<file path="src/rtl/uart_pkg.sv">
// Shared definitions for the oversampling UART receiver: parity modes,
// receiver state encoding and the parity-check helper.
package uart_pkg;

   localparam int PAR_NONE = 0;
   localparam int PAR_ODD  = 1;
   localparam int PAR_EVEN = 2;

   typedef enum logic [2:0] {
      IDLE     = 3'd0,
      START    = 3'd1,
      DATA     = 3'd2,
      PARITY   = 3'd3,
      STOP     = 3'd4,
      BRK_WAIT = 3'd5
   } rx_state_e;

   // ones_odd is the XOR-reduction of the data word, par the received parity bit
   function automatic logic parity_err(input logic ones_odd, input logic par, input int mode);
      logic err;
      case (mode)
         PAR_ODD:  err = ~(ones_odd ^ par);
         PAR_EVEN: err = ones_odd ^ par;
         default:  err = 1'b0;
      endcase
      return err;
   endfunction

endpackage

</file>
<file path="src/rtl/uart_rx_os_if.sv">
// Valid/ready word delivery from the UART receiver to its consumer,
// carrying the received word and its status flags.
interface uart_rx_os_if #(parameter int DATA_BITS = 8);

   logic [DATA_BITS-1:0] rx_data;
   logic                 rx_valid;
   logic                 rx_ready;
   logic                 fe;
   logic                 pe;
   logic                 oe;
   logic                 be;

   modport master (output rx_data, rx_valid, fe, pe, oe, be, input rx_ready);
   modport slave  (input rx_data, rx_valid, fe, pe, oe, be, output rx_ready);

endinterface

</file>
<file path="src/rtl/uart_sync2.sv">
// Two-flop synchroniser for an idle-high asynchronous line; both stages
// reset to 1 so the line reads idle straight out of reset.
module uart_sync2 (
   input  logic clk,
   input  logic rst_n,
   input  logic d,
   output logic q
);

   logic meta_r;
   logic q_r;

   // Two-stage metastability filter
   always_ff @(posedge clk or negedge rst_n) begin
      if (!rst_n) begin
         meta_r <= 1'b1;
         q_r    <= 1'b1;
      end else begin
         meta_r <= d;
         q_r    <= meta_r;
      end
   end

   assign q = q_r;

endmodule

</file>
<file path="src/rtl/uart_rx_os.sv">
// Oversampling UART receiver with configurable data width, parity and stop
// bits. Break detection is built only when UART_RX_BREAK_DET_EN is defined.
module uart_rx_os
   import uart_pkg::*;
#(
   parameter int DATA_BITS   = 8,
   parameter int PARITY_MODE = 1,
   parameter int STOP_BITS   = 1,
   parameter int OSR         = 16
) (
   input  logic          UART_clk,
   input  logic          rst_n,
   input  logic          baud_tick,
   input  logic          rx,
   output logic          busy,
   uart_rx_os_if.master  bus
);

   localparam int CNT_W = $clog2(OSR);
   localparam int HALF  = OSR / 2;

   logic                 rxs_s;
   rx_state_e            state_r;
   rx_state_e            state_s;
   logic [CNT_W-1:0]     cnt_r;
   logic [3:0]           bit_r;
   logic [DATA_BITS-1:0] shift_r;
   logic [DATA_BITS-1:0] data_r;
   logic                 par_r;
   logic                 stop_err_r;
   logic                 valid_r;
   logic                 fe_r;
   logic                 pe_r;
   logic                 oe_r;
   logic                 be_r;
   logic                 busy_r;
   logic                 samp_s;
   logic                 last_data_s;
   logic                 done_s;
   logic                 fe_s;
   logic                 pe_s;
   logic                 brk_s;
   logic                 load_s;
`ifdef UART_RX_BREAK_DET_EN
   logic                 stop1_zero_r;
   logic                 first_stop_zero_s;
`endif

   uart_sync2 u_sync (
      .clk   (UART_clk),
      .rst_n (rst_n),
      .d     (rx),
      .q     (rxs_s)
   );

   // State register
   always_ff @(posedge UART_clk or negedge rst_n) begin
      if (!rst_n) begin
         state_r <= IDLE;
      end else begin
         state_r <= state_s;
      end
   end

   // Next-state logic
   always_comb begin
      state_s = state_r;
      case (state_r)
         IDLE: begin
            if (!rxs_s) state_s = START;
            else        state_s = IDLE;
         end
         START: begin
            if (samp_s) state_s = rxs_s ? IDLE : DATA;
            else        state_s = START;
         end
         DATA: begin
            if (samp_s && last_data_s) state_s = (PARITY_MODE == PAR_NONE) ? STOP : PARITY;
            else                       state_s = DATA;
         end
         PARITY: begin
            if (samp_s) state_s = STOP;
            else        state_s = PARITY;
         end
         STOP: begin
`ifdef UART_RX_BREAK_DET_EN
            if (done_s) state_s = brk_s ? BRK_WAIT : IDLE;
            else        state_s = STOP;
`else
            if (done_s) state_s = IDLE;
            else        state_s = STOP;
`endif
         end
`ifdef UART_RX_BREAK_DET_EN
         BRK_WAIT: begin
            if (rxs_s) state_s = IDLE;
            else       state_s = BRK_WAIT;
         end
`endif
         default: state_s = IDLE;
      endcase
   end

   // Output/strobe decode: bit-centre sample strobe, frame completion and status
   always_comb begin
      samp_s = 1'b0;
      case (state_r)
         START:              samp_s = baud_tick && (cnt_r == CNT_W'(HALF - 1));
         DATA, PARITY, STOP: samp_s = baud_tick && (cnt_r == CNT_W'(OSR - 1));
         default:            samp_s = 1'b0;
      endcase
      last_data_s = (bit_r == 4'(DATA_BITS - 1));
      done_s      = (state_r == STOP) && samp_s && (bit_r == 4'(STOP_BITS - 1));
      fe_s        = stop_err_r | ~rxs_s;
      pe_s        = parity_err(^shift_r, par_r, PARITY_MODE);
`ifdef UART_RX_BREAK_DET_EN
      first_stop_zero_s = (bit_r == 4'd0) ? ~rxs_s : stop1_zero_r;
      brk_s = (shift_r == '0) && ((PARITY_MODE == PAR_NONE) || !par_r) && first_stop_zero_s;
`else
      brk_s = 1'b0;
`endif
      load_s = done_s && (!valid_r || bus.rx_ready);
   end

   // Sample counter and bit index; both restart on every state entry
   always_ff @(posedge UART_clk or negedge rst_n) begin
      if (!rst_n) begin
         cnt_r <= '0;
         bit_r <= 4'd0;
      end else begin
         if ((state_s != state_r) || samp_s) cnt_r <= '0;
         else if (baud_tick)                 cnt_r <= cnt_r + CNT_W'(1);
         else                                cnt_r <= cnt_r;
         if (state_s != state_r) bit_r <= 4'd0;
         else if (samp_s)        bit_r <= bit_r + 4'd1;
         else                    bit_r <= bit_r;
      end
   end

   // Frame assembly: data shift (LSB first), parity bit and stop-bit errors
   always_ff @(posedge UART_clk or negedge rst_n) begin
      if (!rst_n) begin
         shift_r    <= '0;
         par_r      <= 1'b0;
         stop_err_r <= 1'b0;
      end else begin
         if ((state_r == DATA) && samp_s) shift_r <= {rxs_s, shift_r[DATA_BITS-1:1]};
         if ((state_r == PARITY) && samp_s) par_r <= rxs_s;
         if ((state_s == STOP) && (state_r != STOP))      stop_err_r <= 1'b0;
         else if ((state_r == STOP) && samp_s && !rxs_s)  stop_err_r <= 1'b1;
      end
   end

`ifdef UART_RX_BREAK_DET_EN
   // First stop bit level, needed for break detection with two stop bits
   always_ff @(posedge UART_clk or negedge rst_n) begin
      if (!rst_n) begin
         stop1_zero_r <= 1'b0;
      end else if ((state_r == STOP) && samp_s && (bit_r == 4'd0)) begin
         stop1_zero_r <= ~rxs_s;
      end
   end
`endif

   // Holding register: load on completion, flag overrun when still full
   always_ff @(posedge UART_clk or negedge rst_n) begin
      if (!rst_n) begin
         data_r  <= '0;
         valid_r <= 1'b0;
         fe_r    <= 1'b0;
         pe_r    <= 1'b0;
         oe_r    <= 1'b0;
         be_r    <= 1'b0;
         busy_r  <= 1'b0;
      end else begin
         if (load_s) begin
            data_r  <= brk_s ? '0 : shift_r;
            fe_r    <= fe_s | brk_s;
            pe_r    <= pe_s;
            oe_r    <= 1'b0;
            be_r    <= brk_s;
            valid_r <= 1'b1;
         end else if (done_s) begin
            oe_r <= 1'b1;
         end else if (valid_r && bus.rx_ready) begin
            valid_r <= 1'b0;
         end
         busy_r <= (state_s != IDLE);
      end
   end

   assign bus.rx_data  = data_r;
   assign bus.rx_valid = valid_r;
   assign bus.fe       = fe_r;
   assign bus.pe       = pe_r;
   assign bus.oe       = oe_r;
   assign bus.be       = be_r;
   assign busy         = busy_r;

endmodule

</file>
<file path="src/flat_wrapper.sv">
// flat-port wrapper written by rule: the top's interface ports become plain ports
module uart_rx_os_flat import uart_pkg::*;
#(
   parameter int DATA_BITS   = 8,
   parameter int PARITY_MODE = 1,
   parameter int STOP_BITS   = 1,
   parameter int OSR         = 16
)
  (UART_clk, rst_n, baud_tick, rx, busy, bus_rx_data, bus_rx_valid, bus_fe, bus_pe, bus_oe, bus_be, bus_rx_ready);
  uart_rx_os_if #(.DATA_BITS(DATA_BITS)) bus_i ();
  input  logic UART_clk;
  input  logic rst_n;
  input  logic baud_tick;
  input  logic rx;
  output logic busy;
  output wire logic [$bits(bus_i.rx_data)-1:0] bus_rx_data;
  output wire logic [$bits(bus_i.rx_valid)-1:0] bus_rx_valid;
  output wire logic [$bits(bus_i.fe)-1:0] bus_fe;
  output wire logic [$bits(bus_i.pe)-1:0] bus_pe;
  output wire logic [$bits(bus_i.oe)-1:0] bus_oe;
  output wire logic [$bits(bus_i.be)-1:0] bus_be;
  input wire logic [$bits(bus_i.rx_ready)-1:0] bus_rx_ready;
  assign bus_rx_data = bus_i.rx_data;
  assign bus_rx_valid = bus_i.rx_valid;
  assign bus_fe = bus_i.fe;
  assign bus_pe = bus_i.pe;
  assign bus_oe = bus_i.oe;
  assign bus_be = bus_i.be;
  assign bus_i.rx_ready = bus_rx_ready;
  uart_rx_os #(.DATA_BITS(DATA_BITS), .PARITY_MODE(PARITY_MODE), .STOP_BITS(STOP_BITS), .OSR(OSR)) u_core (.UART_clk(UART_clk), .rst_n(rst_n), .baud_tick(baud_tick), .rx(rx), .busy(busy), .bus(bus_i));
endmodule
</file>
<file path="config.mk">
export PLATFORM = sky130hd
export DESIGN_NAME = uart_rx_os_flat
export DESIGN_NICKNAME = d
export VERILOG_FILES = /design/src/rtl/uart_pkg.sv /design/src/rtl/uart_rx_os_if.sv /design/src/rtl/uart_sync2.sv /design/src/rtl/uart_rx_os.sv /design/src/flat_wrapper.sv
export SDC_FILE = /design/constraint.sdc
export NUM_CORES = 1
export LEC_CHECK = 0
export ABC_AREA = 1
export BUFFER_PORTS_ARGS = -buffer_cell sky130_fd_sc_hd__buf_2
export CORE_MARGIN = 4
export CORE_UTILIZATION = 25
export CTS_CLUSTER_DIAMETER = 40
export DETAILED_ROUTE_END_ITERATION = 7
export SYNTH_ARGS = -nofsm -noshare
export SYNTH_HDL_FRONTEND = slang
export SYNTH_SLANG_ARGS = --single-unit
</file>
<file path="constraint.sdc">
create_clock -name UART_clk -period 1.53 [get_ports UART_clk]
set_input_delay 0.306 -clock UART_clk [delete_from_list [all_inputs] [get_ports UART_clk]]
set_output_delay 0.306 -clock UART_clk [all_outputs]
set_load 0.01 [all_outputs]
</file>
* Yosys cells after proc, flatten, opt, wreduce, memory -nomap -nowiden *
Cells that the tools add are included.

cells by class
  add/subtract/negate cells = 2
  equality and inequality tests = 11
  muxes and demuxes = 19
  bitwise operators = 4
  reduce and logical (&&, ||, !) cells = 26

operator list
  operator                                              number
  2-to-1 mux 4 bit                                      4
  one-hot mux 3 bit (5 select lines)                    1
  logical AND 1 bit                                     11
  nonzero test 2 bit                                    5
  2-to-1 mux 1 bit                                      9
  2-to-1 mux 3 bit                                      3
  adder 4 x 1 -> 4 bit (second input constant)          2
  equality test 4 x 3 -> 1 bit (second input constant)  2
  parity 8 bit                                          1
  equality test 3 x 2 -> 1 bit (second input constant)  2
  equality test 3 bit (second input constant)           2
  equality test 4 bit (second input constant)           1
  zero test 4 bit                                       1
  equality test 3 x 1 -> 1 bit (second input constant)  1
  zero test 3 bit                                       1
  != test 3 bit                                         1
  != test 3 bit (second input constant)                 1
  nonzero test 3 bit                                    1
  OR reduction 3 bit                                    1
  zero test 1 bit                                       2
  logical OR 1 bit                                      2
  2-to-1 mux 2 bit                                      1
  != test 2 bit (second input constant)                 1
  NOT 1 bit                                             2
  other kinds (4)                                       4

word-level totals
  register bits after elaboration = 36
  output and inout bits = 14
  word-level logic and storage cells = 76

* Depth between registers and ports, before layout *
Gate-level depths: netlist of run 1.

  word-level depth = 10
  depth in mapped cells = 13
  depth with buffers taken out = 13

* By module *
Synthesis of run 1 repeated with hierarchy kept, for this count alone.

unflattened totals
  cells, all modules = 190
  area, all modules = 1741.7 um^2

by module, submodules not included
  module      instances  cells an instance  area each (um^2)
  uart_rx_os  1          188                1689.1
  uart_sync2  1          2                  52.6

* Worst setup path before layout of run 1 *
OpenSTA, ideal clock, no wires.

  path kind = reg-to-reg
  start point = register u_core.cnt_r[0]
  end point = register u_core.fe_r (netlist: u_core.bus.fe)
  setup time = 119 ps
  arrival = 1570 ps
  path slack = -159 ps
  stages on the path, launching flop included = 14
  buffers on the path = 1
  period minus slack after synthesis = 1689 ps
  cell sequence = dfrtp_1 > ha_1 > nand2_2 > nor2_2 > nand2_2 > nor2_4 > nand3_4 > clkinv_2 > nand3_1 > nor2_2 > nand2_2 > buf_6 > nand2_1 > o21ai_2

between the ends
  longest elaborated chain between the ends = 6

RTL lines
  item                                                                        line                                  text
  from (decl)                                                                 uart_rx_os.sv:25                      logic [CNT_W-1:0] cnt_r;
  from (signal assigned)                                                      uart_rx_os.sv:132                     else if (baud_tick) cnt_r <= cnt_r + CNT_W'(1);
  from (signal assigned)                                                      uart_rx_os.sv:133                     else cnt_r <= cnt_r;
  equality test 4 bit / equality test 4 x 3 -> 1 bit (equally long branches)  uart_rx_os.sv:109, uart_rx_os.sv:108
  logical AND 1 bit (on tied branches)                                        uart_rx_os.sv:109, uart_rx_os.sv:108
  one-hot mux 1 bit (2 select lines) *                                        uart_rx_os.sv:107                     case (state_r)
  logical AND 1 bit * (2 in series)                                           uart_rx_os.sv:113                     done_s = (state_r == STOP) && samp_s && (bit_r == 4'(STOP_BITS - 1));
  logical AND 1 bit *                                                         uart_rx_os.sv:122                     load_s = done_s && (!valid_r || bus.rx_ready);
  to (signal assigned)                                                        uart_rx_os.sv:178                     fe_r <= fe_s | brk_s;
  to (decl)                                                                   uart_rx_os.sv:32                      logic fe_r;

Mark *: on every way between the ends. The rest lies on a longest branch, timed or not.
A chain may end at the register's enable or synchronous reset.

* Worst setup path after layout of run 1 *
  start point = register u_core.cnt_r[1]
  end point = register u_core.data_r[4] (netlist: u_core.bus.rx_data[4])

between the ends
  longest elaborated chain between the ends = 6

RTL lines
  item                                                                        line                                  text
  equality test 4 bit / equality test 4 x 3 -> 1 bit (equally long branches)  uart_rx_os.sv:109, uart_rx_os.sv:108
  logical AND 1 bit (on tied branches)                                        uart_rx_os.sv:109, uart_rx_os.sv:108
  one-hot mux 1 bit (2 select lines) *                                        uart_rx_os.sv:107
  logical AND 1 bit * (2 in series)                                           uart_rx_os.sv:113
  logical AND 1 bit *                                                         uart_rx_os.sv:122
  to (signal assigned)                                                        uart_rx_os.sv:177                     data_r <= brk_s ? '0 : shift_r;
  to (decl)                                                                   uart_rx_os.sv:28                      logic [DATA_BITS-1:0] data_r;

Marks and branches as above.

==> run_results.csv, run 1 <==
group,metric,value,unit
place,gp_congestion,0.849,
logic_synthesis,yosysTopAreaCell,"dfrtp_1",
routing,via_count,1381,
routing,drt-vias-per-instance,4.33,
run_status,outcome,"complete, but fails checks",
clock_tree,path_clk_slew,0.08,ns
global_route,track_usage,0.0908,
logic_synthesis,netlist.area_leader.share,0.493,
floorplan,coreArea,6760,sq um
critical_path,worstPathMaxFanout,5,
clock_tree,cts_sinks,36,
power,p_leak,1.18,nW
floorplan,die_height,91.1,um
sta,finalMaxSlewViolations,0,
floorplan,io_pins,19,
floorplan,row_count,30,
clock_tree,cts_hold_buf,0,
sta,min_period_over_period,1.16,
clock_tree,clock_path_buffers,2,
sta,clock_skew,0.00316,ns
logic_synthesis,ys_types,29,
logic_synthesis,ys_ff_latch,36,
routing,wl_per_cell,11.1,um
min_path,hold_class,"input pin to async pin",
clock_tree,cts_tree,"yes",
floorplan,die_x,91.1,um
flow_run,cap_violations,0,
routing,firstDrtPassIters,4,
sta,tns,-4.86,ns
sta,setup_viol,30,
place,dp_hpwl,2310,um
floorplan,start_util,0.255,
clock_tree,cts.htree.levels,2,
global_route,antenna_found_initial,0,
finish,fin_nets,246,
critical_path,path_class,"register to register",
place,port_buffers,17,
floorplan,die-area,8290,sq um
finish,insertedDiodeCount,0,
power,ir_worst_vdd,0.619,mV
critical_path,crit_path_start_kind,"register",
routing,remaining_drc_errors,0,
routing,ant_nets,0,
sta,timing_hold_violations_final,0,
logic_synthesis,synth_nets,192,
logic_synthesis,yosys_warnings,0,
critical_path,critPathArrivalTime,1.96,ns
routing,detail_route.wirelength,3530,um
sta,fin_ws,-0.245,ns
critical_path,crit_required,1.71,ns
logic_synthesis,yosysSeqAreaShare,0.524,
logic_synthesis,synth.cell_area,1730,sq um
finish,synthToLayoutAreaGrowth,39.2,%
logic_synthesis,synth.avg_cell_area,9.38,sq um
clock_tree,numCtsBuffers,5,
global_route,grt_pass1_wl,6000,um
critical_path,crit_path_end_kind,"register",
logic_synthesis,synthCells,184,
global_route,grt_pass1_vias,1296,
routing,drt_iter0_markers,36,
run_status,violations,"setup timing",
clock_tree,root_buffer,"clkbuf_8",
global_route,grt_max_degree,37,
logic_synthesis,netlist_top_cells_area,"dfrtp_1 (49%), nand2_1 (8.7%), inv_1 (4.1%)",
sta,period_needed,1.78,ns
sta,whs,0.0481,ns
power,power_density,1030,nW/um^2
global_route,grt_overflow,0,
finish,layout-drive-gt1-share,0.427,
clock_tree,clk-insertion-delay-late,0.29,ns
sta,rsz0062_at_grt,"yes",
sta,max_freq,563,MHz
-- sequential cells by signal (all words and copies together), names as in the netlist, 3 cells and up --
signal and flops:
u_core.bit_r 4, u_core.state_r 3, u_core.bus.rx_data 8, u_core.cnt_r 4, u_core.shift_r 8
-- synthesized netlist by cell type, drive strengths merged --
cell and instances:
xor2 7, ha 3, o21a 1, nor2 19
nor3 1, clkinv 1, dfstp 2, nand2 46
dfrtp 34, xnor2 7, mux2i 1, o21ai 19
nand3 9, o211ai 1, buf 4, o21bai 1
nand4 4, a21oi 2, conb 1, inv 20
or3 1
-- power by group --
group          total (mW)  internal (mW)  switching (mW)
registers            1.11           1.04          0.0702
logic               0.685          0.336           0.349
clock network       0.676          0.317           0.359
total                2.47           1.69           0.778
-- layout make-up --
type / count / area (sq um)
Clock inverter: 3 / 18.8
Clock buffer: 5 / 68.8
Inverter: 21 / 83.8
Tap cell: 80 / 100
Sequential cell: 36 / 903
Multi-Input combinational cell: 123 / 798
Timing Repair Buffer: 51 / 428
Fill cell: 671 / 4360
-- repair_timing --
action | CTS | global route
gates cloned | 1 | 3
hold endpoints to repair | 0 | 0
endpoints found under the setup margin | 29 | 34
setup buffers | 4 | 4
resized for setup | 20 | 13
pin swaps | 1 | 2
-- stage by stage --
step / utilization / std cells / setup slack [ns] / total power [mW] / cell area, sq um
global route: 0.355 / 319 / -0.366 / 2.65 / 2400
CTS: 0.337 / 312 / -0.227 / 2.48 / 2280
floorplan: - / 184 / -0.136 / 1.47 / 1740
finish: 0.355 / 319 / -0.245 / 2.47 / 2400
global placement: 0.307 / 299 / -0.184 / 1.71 / 2080
detailed placement: 0.307 / 299 / -0.255 / 1.73 / 2080
-- final timing paths --
| path | to | cells past startpoint | startpoint | slack (ns) |
|---|---|---|---|---|
| setup / recovery | u_core.bus.rx_data[4] | 13 | u_core.cnt_r[1] | -0.25 |
| hold / removal | u_core.bus.rx_data[7] | 2 | rst_n | 0.05 |
| setup reg to reg | u_core.bus.rx_data[4] | 13 | u_core.cnt_r[1] | -0.25 |
| hold reg to reg | u_core.u_sync.q | 0 | u_core.u_sync.meta_r | 0.36 |
| max in group asynchronous | u_core.u_sync.meta_r | 2 | rst_n | 1.13 |
| min in group UART_clk | u_core.u_sync.meta_r | 1 | rx | 0.12 |
-- metal layers --
metal,track usage,up-vias,wire [um]
met2,0.150,19,1750
li1,-,691,-
met1,0.108,664,1600
met3,0.0232,7,101
met5,0,-,0
met4,0.0490,0,78
-- kinds of logic after synthesis --
| group | count (synthesis) | synth area share |
|---|---|---|
| AOI/OAI and AO/OA | 24 | 0.0914 |
| xor gates and xnor gates | 14 | 0.0711 |
| adders and majority gates | 3 | 0.0218 |
| buffers and inverters | 25 | 0.0667 |
| DFF | 36 | 0.524 |
| muxes | 1 | 0.00580 |
| other | 1 | 0.00217 |
| and+or+nand+nor | 80 | 0.218 |
-- worst max-delay path, stage by stage (launching register included) --
cell and delay (ns):
dfrtp_1 0.37, ha_2 0.18, nand2_2 0.06, nor2_2 0.09, nand2_2 0.07, nor2_4 0.10
nand3_4 0.12, clkinv_4 0.10, nand3_4 0.07, nor2_4 0.12, nand2_4 0.12, clkbuf_16 0.18
nand2_2 0.06, o21ai_2 0.05
-- layout by cell type (no fill, tap or decap), types with 3 or more instances in the layout --
cell type	instances
dfrtp_1	34
nand4_1	4
nor2_1	14
inv_1	18
buf_4	27
xnor2_1	7
nand2_4	5
nand2_2	14
o21ai_0	4
buf_2	17
nand2_1	27
clkbuf_8	5
o21ai_2	8
o21ai_1	7
xor2_1	7
nand3_1	5
nor2_4	3
Note: power is estimated with default switching activity, not from simulation.
==> inputs of run 2 (changes only) <==
--- a/config.mk
+++ b/config.mk
@@ -11,6 +11,7 @@
 export CORE_UTILIZATION = 25
 export CTS_CLUSTER_DIAMETER = 40
 export DETAILED_ROUTE_END_ITERATION = 7
+export PLACE_DENSITY = 0.45
 export SYNTH_ARGS = -nofsm -noshare
 export SYNTH_HDL_FRONTEND = slang
 export SYNTH_SLANG_ARGS = --single-unit
==> run_results.csv, run 2 (synthesis results as in run 1) <==
group,metric,value,unit
run_status,violations,"setup timing",
clock_tree,clk-insertion-delay-late,0.29,ns
critical_path,worst_r2r_path_depth,9,
finish,synthToLayoutAreaGrowth,38.5,%
routing,wl_per_cell,11.4,um
global_route,grt_pass1_wl,6010,um
finish,layout-drive-gt1-share,0.468,
critical_path,path_cells,"ha_2 -> nand2_2 -> nor2_2 -> nand2_2 -> nor2_4 -> nand3_4 -> o21bai_1 -> nand2_1 -> or3_1",
clock_tree,clock_path_buffers,2,
power,total_power,2.69,mW
sta,period_needed,1.77,ns
global_route,track_usage,0.0901,
critical_path,cp_num_buf_inv,0,
floorplan,die_height,91.1,um
global_route,grt_pass1_vias,1264,
routing,remaining_drc_errors,0,
finish,final_common_cell,"dfrtp_1",
power,ir_worst_vdd,0.369,mV
clock_tree,cts.htree.levels,2,
finish,final_cell_mix,"dfrtp_1 (34), nand2_2 (26), buf_4 (25)",
finish,fin_nets,242,
clock_tree,cts_tree,"yes",
sta,max_freq,566,MHz
floorplan,start_util,0.255,
finish,nFillCells,693,
critical_path,r2r-start,"u_core.cnt_r[0]",
routing,drt_iter0_markers,59,
clock_tree,cts_hold_buf,0,
global_route,antenna_found_initial,0,
floorplan,die_x,91.1,um
floorplan,io_pins,19,
finish,fin_util,0.354,
critical_path,rr_endpoint,"u_core.busy",
sta,min_period_over_period,1.15,
routing,detail_route.wirelength,3600,um
place,port_buffers,17,
critical_path,crit_path_frequent_cell,"nand2_2",
critical_path,worstPathMaxFanout,6,
place,dp_hpwl,2410,um
critical_path,ff2ff_setup_slack,-0.24,ns
global_route,grt_overflow,0,
power,power_density,1130,nW/um^2
clock_tree,numCtsBuffers,5,
critical_path,crit_path_end_kind,"register",
place,gp_congestion,0.859,
min_path,hold_class,"input pin to async pin",
run_status,outcome,"complete, but fails checks",
critical_path,crit_family,"simple AND/OR/NAND/NOR gates",
global_route,grt_max_degree,37,
sta,fin_ws,-0.236,ns
routing,ant_nets,0,
clock_tree,path_clk_slew,0.07,ns
critical_path,crit_required,1.69,ns
clock_tree,cts_sinks,36,
sta,timing_hold_violations_final,0,
sta,rsz0062_at_grt,"yes",
sta,finalMaxSlewViolations,0,
critical_path,crit_path_start_kind,"register",
critical_path,max_stage_delay,0.37,ns
clock_tree,root_buffer,"clkbuf_8",
routing,firstDrtPassIters,4,
power,p_leak,1.13,nW
finish,insertedDiodeCount,0,
floorplan,die-area,8290,sq um
flow_run,cap_violations,0,
critical_path,path_class,"register to register",
routing,drt-vias-per-instance,4.25,
critical_path,critPathArrivalTime,1.93,ns
critical_path,slowest_stage,"dfrtp_1",
sta,clock_skew,0.00594,ns
floorplan,row_count,30,
sta,setup_viol,31,
routing,via_count,1338,
floorplan,coreArea,6760,sq um
-- run 2: worst register-to-register path, delay by kind of cell (launching register included) --
family / cells / cell delay [ns]
adders and majority gates: 1 / 0.18
and+or+nand+nor: 7 / 0.89
DFF: 1 / 0.37
AOI/OAI and AO/OA: 1 / 0.21
-- run 2: area by class of cell --
type,count,area (sq um),area share
Clock buffer,6,72.6,0.0304
Clock inverter,2,35.0,0.0147
Inverter,21,83.8,0.0351
Multi-Input combinational cell,124,856,0.358
Sequential cell,36,903,0.378
Tap cell,80,100,0.0419
Timing Repair Buffer,46,339,0.142
-- run 2: how the worst max path moves through the flow --
stage,from,slack (ns),to,cells past startpoint
finish,u_core.cnt_r[0],-0.24,u_core.busy,9
floorplan,u_core.cnt_r[0],-0.14,u_core.bus.fe,13
CTS,u_core.cnt_r[0],-0.23,u_core.cnt_r[1],13
global placement,u_core.cnt_r[0],-0.25,u_core.cnt_r[2],13
detailed placement,u_core.cnt_r[0],-0.28,u_core.cnt_r[0],13
global route,u_core.cnt_r[0],-0.38,u_core.busy,9
-- run 2: metrics by stage --
step	cells	hold slack, ns	setup WS (ns)	setup TNS [ns]	instance area [sq um]
finish	315	0.0539	-0.236	-4.93	2390
global route	315	0.108	-0.376	-9.06	2390
CTS	311	0.0762	-0.229	-5.36	2290
detailed placement	299	0.347	-0.275	-5.82	2080
global placement	299	0.350	-0.252	-4.92	2080
floorplan	184	0.0104	-0.136	-2.38	1740
-- run 2: where the power goes --
part,switching [mW],internal (mW),total [mW]
combinational,0.395,0.359,0.754
sequential,0.0662,1.04,1.10
clock,0.348,0.484,0.832
total,0.809,1.88,2.69
-- run 2: per-layer routing --
layer / GRT usage / up-vias / part of all wire
met1: 0.114 / 626 / 0.46
met5: 0 / - / 0
met4: 0.0302 / 0 / 0.020
met3: 0.0273 / 7 / 0.039
li1: - / 684 / -
met2: 0.147 / 21 / 0.48
-- run 2: repair_timing --
action,in CTS,in global routing
endpoints found under the setup margin,30,33
resized for setup,31,19
gates cloned,0,1
pin swaps,6,6
buffers inserted,4,6
==> inputs of run 3 (changes only) <==
--- a/config.mk
+++ b/config.mk
@@ -11,7 +11,9 @@
 export CORE_UTILIZATION = 25
 export CTS_CLUSTER_DIAMETER = 40
 export DETAILED_ROUTE_END_ITERATION = 7
+export MAX_ROUTING_LAYER = met4
 export PLACE_DENSITY = 0.45
+export SLEW_MARGIN = 20
 export SYNTH_ARGS = -nofsm -noshare
 export SYNTH_HDL_FRONTEND = slang
 export SYNTH_SLANG_ARGS = --single-unit
==> run_results.csv, run 3 (synthesis results as in run 1) <==
group,metric,value,unit
routing,ant_nets,0,
power,ir_worst_vdd,0.369,mV
finish,nFillCells,693,
place,gp_congestion,0.873,
finish,multi_input_area,856,sq um
floorplan,die_height,91.1,um
clock_tree,cts.htree.levels,2,
routing,drt_iter0_markers,61,
critical_path,r2r-start,"u_core.cnt_r[0]",
global_route,track_usage,0.0926,
sta,max_freq,565,MHz
critical_path,ff2ff_setup_slack,-0.24,ns
finish,fin_util,0.354,
finish,final_common_cell,"dfrtp_1",
critical_path,max_stage_delay,0.37,ns
routing,detail_route.wirelength,3600,um
finish,final_cell_area,2390,sq um
critical_path,crit_family,"simple AND/OR/NAND/NOR gates",
finish,final_cell_mix,"dfrtp_1 (34), nand2_2 (26), buf_4 (25)",
clock_tree,cts_tree,"yes",
routing,drt-vias-per-instance,4.24,
critical_path,crit_path_frequent_cell,"nand2_2",
routing,remaining_drc_errors,0,
critical_path,cp_num_buf_inv,0,
routing,firstDrtPassIters,4,
finish,fin_nets,242,
critical_path,rr_endpoint,"u_core.busy",
clock_tree,root_buffer,"clkbuf_8",
global_route,grt_pass1_vias,1263,
clock_tree,numCtsBuffers,5,
finish,insertedDiodeCount,0,
critical_path,path_cells,"ha_2 -> nand2_2 -> nor2_2 -> nand2_2 -> nor2_4 -> nand3_4 -> o21bai_1 -> nand2_1 -> or3_1",
floorplan,coreArea,6760,sq um
critical_path,critPathArrivalTime,1.93,ns
sta,fin_ws,-0.239,ns
finish,layout-drive-gt1-share,0.468,
min_path,hold_class,"input pin to async pin",
run_status,outcome,"complete, but fails checks",
sta,clock_skew,0.00561,ns
routing,wl_per_cell,11.4,um
run_status,violations,"setup timing",
clock_tree,path_clk_slew,0.07,ns
sta,min_period_over_period,1.16,
global_route,grt_overflow,0,
floorplan,die-area,8290,sq um
global_route,antenna_found_initial,0,
critical_path,crit_required,1.69,ns
power,power_density,1120,nW/um^2
global_route,grt_pass1_wl,6020,um
clock_tree,clk-insertion-delay-late,0.28,ns
place,port_buffers,17,
global_route,grt_max_degree,37,
sta,finalMaxSlewViolations,0,
floorplan,start_util,0.255,
place,dpl_cell_area,2080,sq um
flow_run,cap_violations,0,
sta,rsz0062_at_grt,"yes",
clock_tree,clock_path_buffers,2,
critical_path,worstPathMaxFanout,6,
finish,final-seq-area,903,sq um
critical_path,crit_path_start_kind,"register",
finish,synthToLayoutAreaGrowth,38.5,%
place,dp_hpwl,2410,um
floorplan,row_count,30,
sta,period_needed,1.77,ns
critical_path,path_class,"register to register",
sta,timing_hold_violations_final,0,
clock_tree,cts_sinks,36,
critical_path,slowest_stage,"dfrtp_1",
critical_path,worst_r2r_path_depth,9,
floorplan,die_x,91.1,um
power,p_leak,1.13,nW
critical_path,crit_path_end_kind,"register",
floorplan,io_pins,19,
sta,setup_viol,31,
routing,via_count,1335,
## run 3: cell counts in the layout (fill, tap and decap cells not counted)
No cell type changed its count.
## run 3: area by class of cell
| type | instances | share of cell area |
|---|---|---|
| multi-input cells | 124 | 0.358 |
| clock buffers | 6 | 0.0304 |
| well taps | 80 | 0.0419 |
| inverters | 21 | 0.0351 |
| clock inverters | 2 | 0.0147 |
| flip-flops and latches | 36 | 0.378 |
| repair buffers | 46 | 0.142 |
## run 3: power by group
group | internal [mW] | switching, mW
Sequential | 1.04 | 0.0662
Clock | 0.484 | 0.345
Combinational | 0.359 | 0.396
Total | 1.88 | 0.807
## run 3: worst max path at each step
stage                    start         endpoint  slack, ns  cells after the start
2_1_floorplan  u_core.cnt_r[0]    u_core.bus.fe      -0.14                     13
3_3_place_gp   u_core.cnt_r[0]  u_core.cnt_r[2]      -0.25                     13
3_5_place_dp   u_core.cnt_r[0]  u_core.cnt_r[0]      -0.28                     13
4_1_cts        u_core.cnt_r[0]  u_core.cnt_r[1]      -0.23                     13
5_1_grt        u_core.cnt_r[0]      u_core.busy      -0.38                      9
6_report       u_core.cnt_r[0]      u_core.busy      -0.24                      9
## run 3: per-layer routing
| metal | routed length, um | global-route usage | share of wire | vias up |
|---|---|---|---|---|
| met3 | 113 | 0.0273 | 0.031 | 7 |
| met1 | 1670 | 0.114 | 0.46 | 625 |
| met5 | 0 | - | 0 | - |
| met4 | 67 | 0.0302 | 0.019 | 0 |
| li1 | - | - | - | 686 |
| met2 | 1750 | 0.147 | 0.49 | 17 |
## run 3: metrics by stage
step / hold slack [ns] / total power, mW / TNS (ns) / worst slack, ns / std cells
after floorplan: 0.0104 / 1.47 / -2.38 / -0.136 / 184
after global placement: 0.350 / 1.74 / -4.92 / -0.252 / 299
after detailed placement: 0.347 / 1.75 / -5.82 / -0.275 / 299
after CTS: 0.0762 / 2.65 / -5.36 / -0.229 / 311
after global routing: 0.108 / 2.86 / -9.06 / -0.376 / 315
final: 0.0560 / 2.69 / -4.96 / -0.239 / 315
## run 3: repair_timing
item | in CTS | in global routing
hold buffers | 0 | 0
endpoints found under the setup margin | 30 | 33
cloned | 0 | 1
buffers inserted | 4 | 6
pin swaps | 6 | 6
resized for setup | 31 | 19
## run 3: worst reg2reg max path, delay by kind of cell, from the launching register on
kind | cells | cell delay, ns
and+or+nand+nor | 7 | 0.89
DFF | 1 | 0.37
AOI/OAI and AO/OA | 1 | 0.21
adders and majority gates | 1 | 0.18
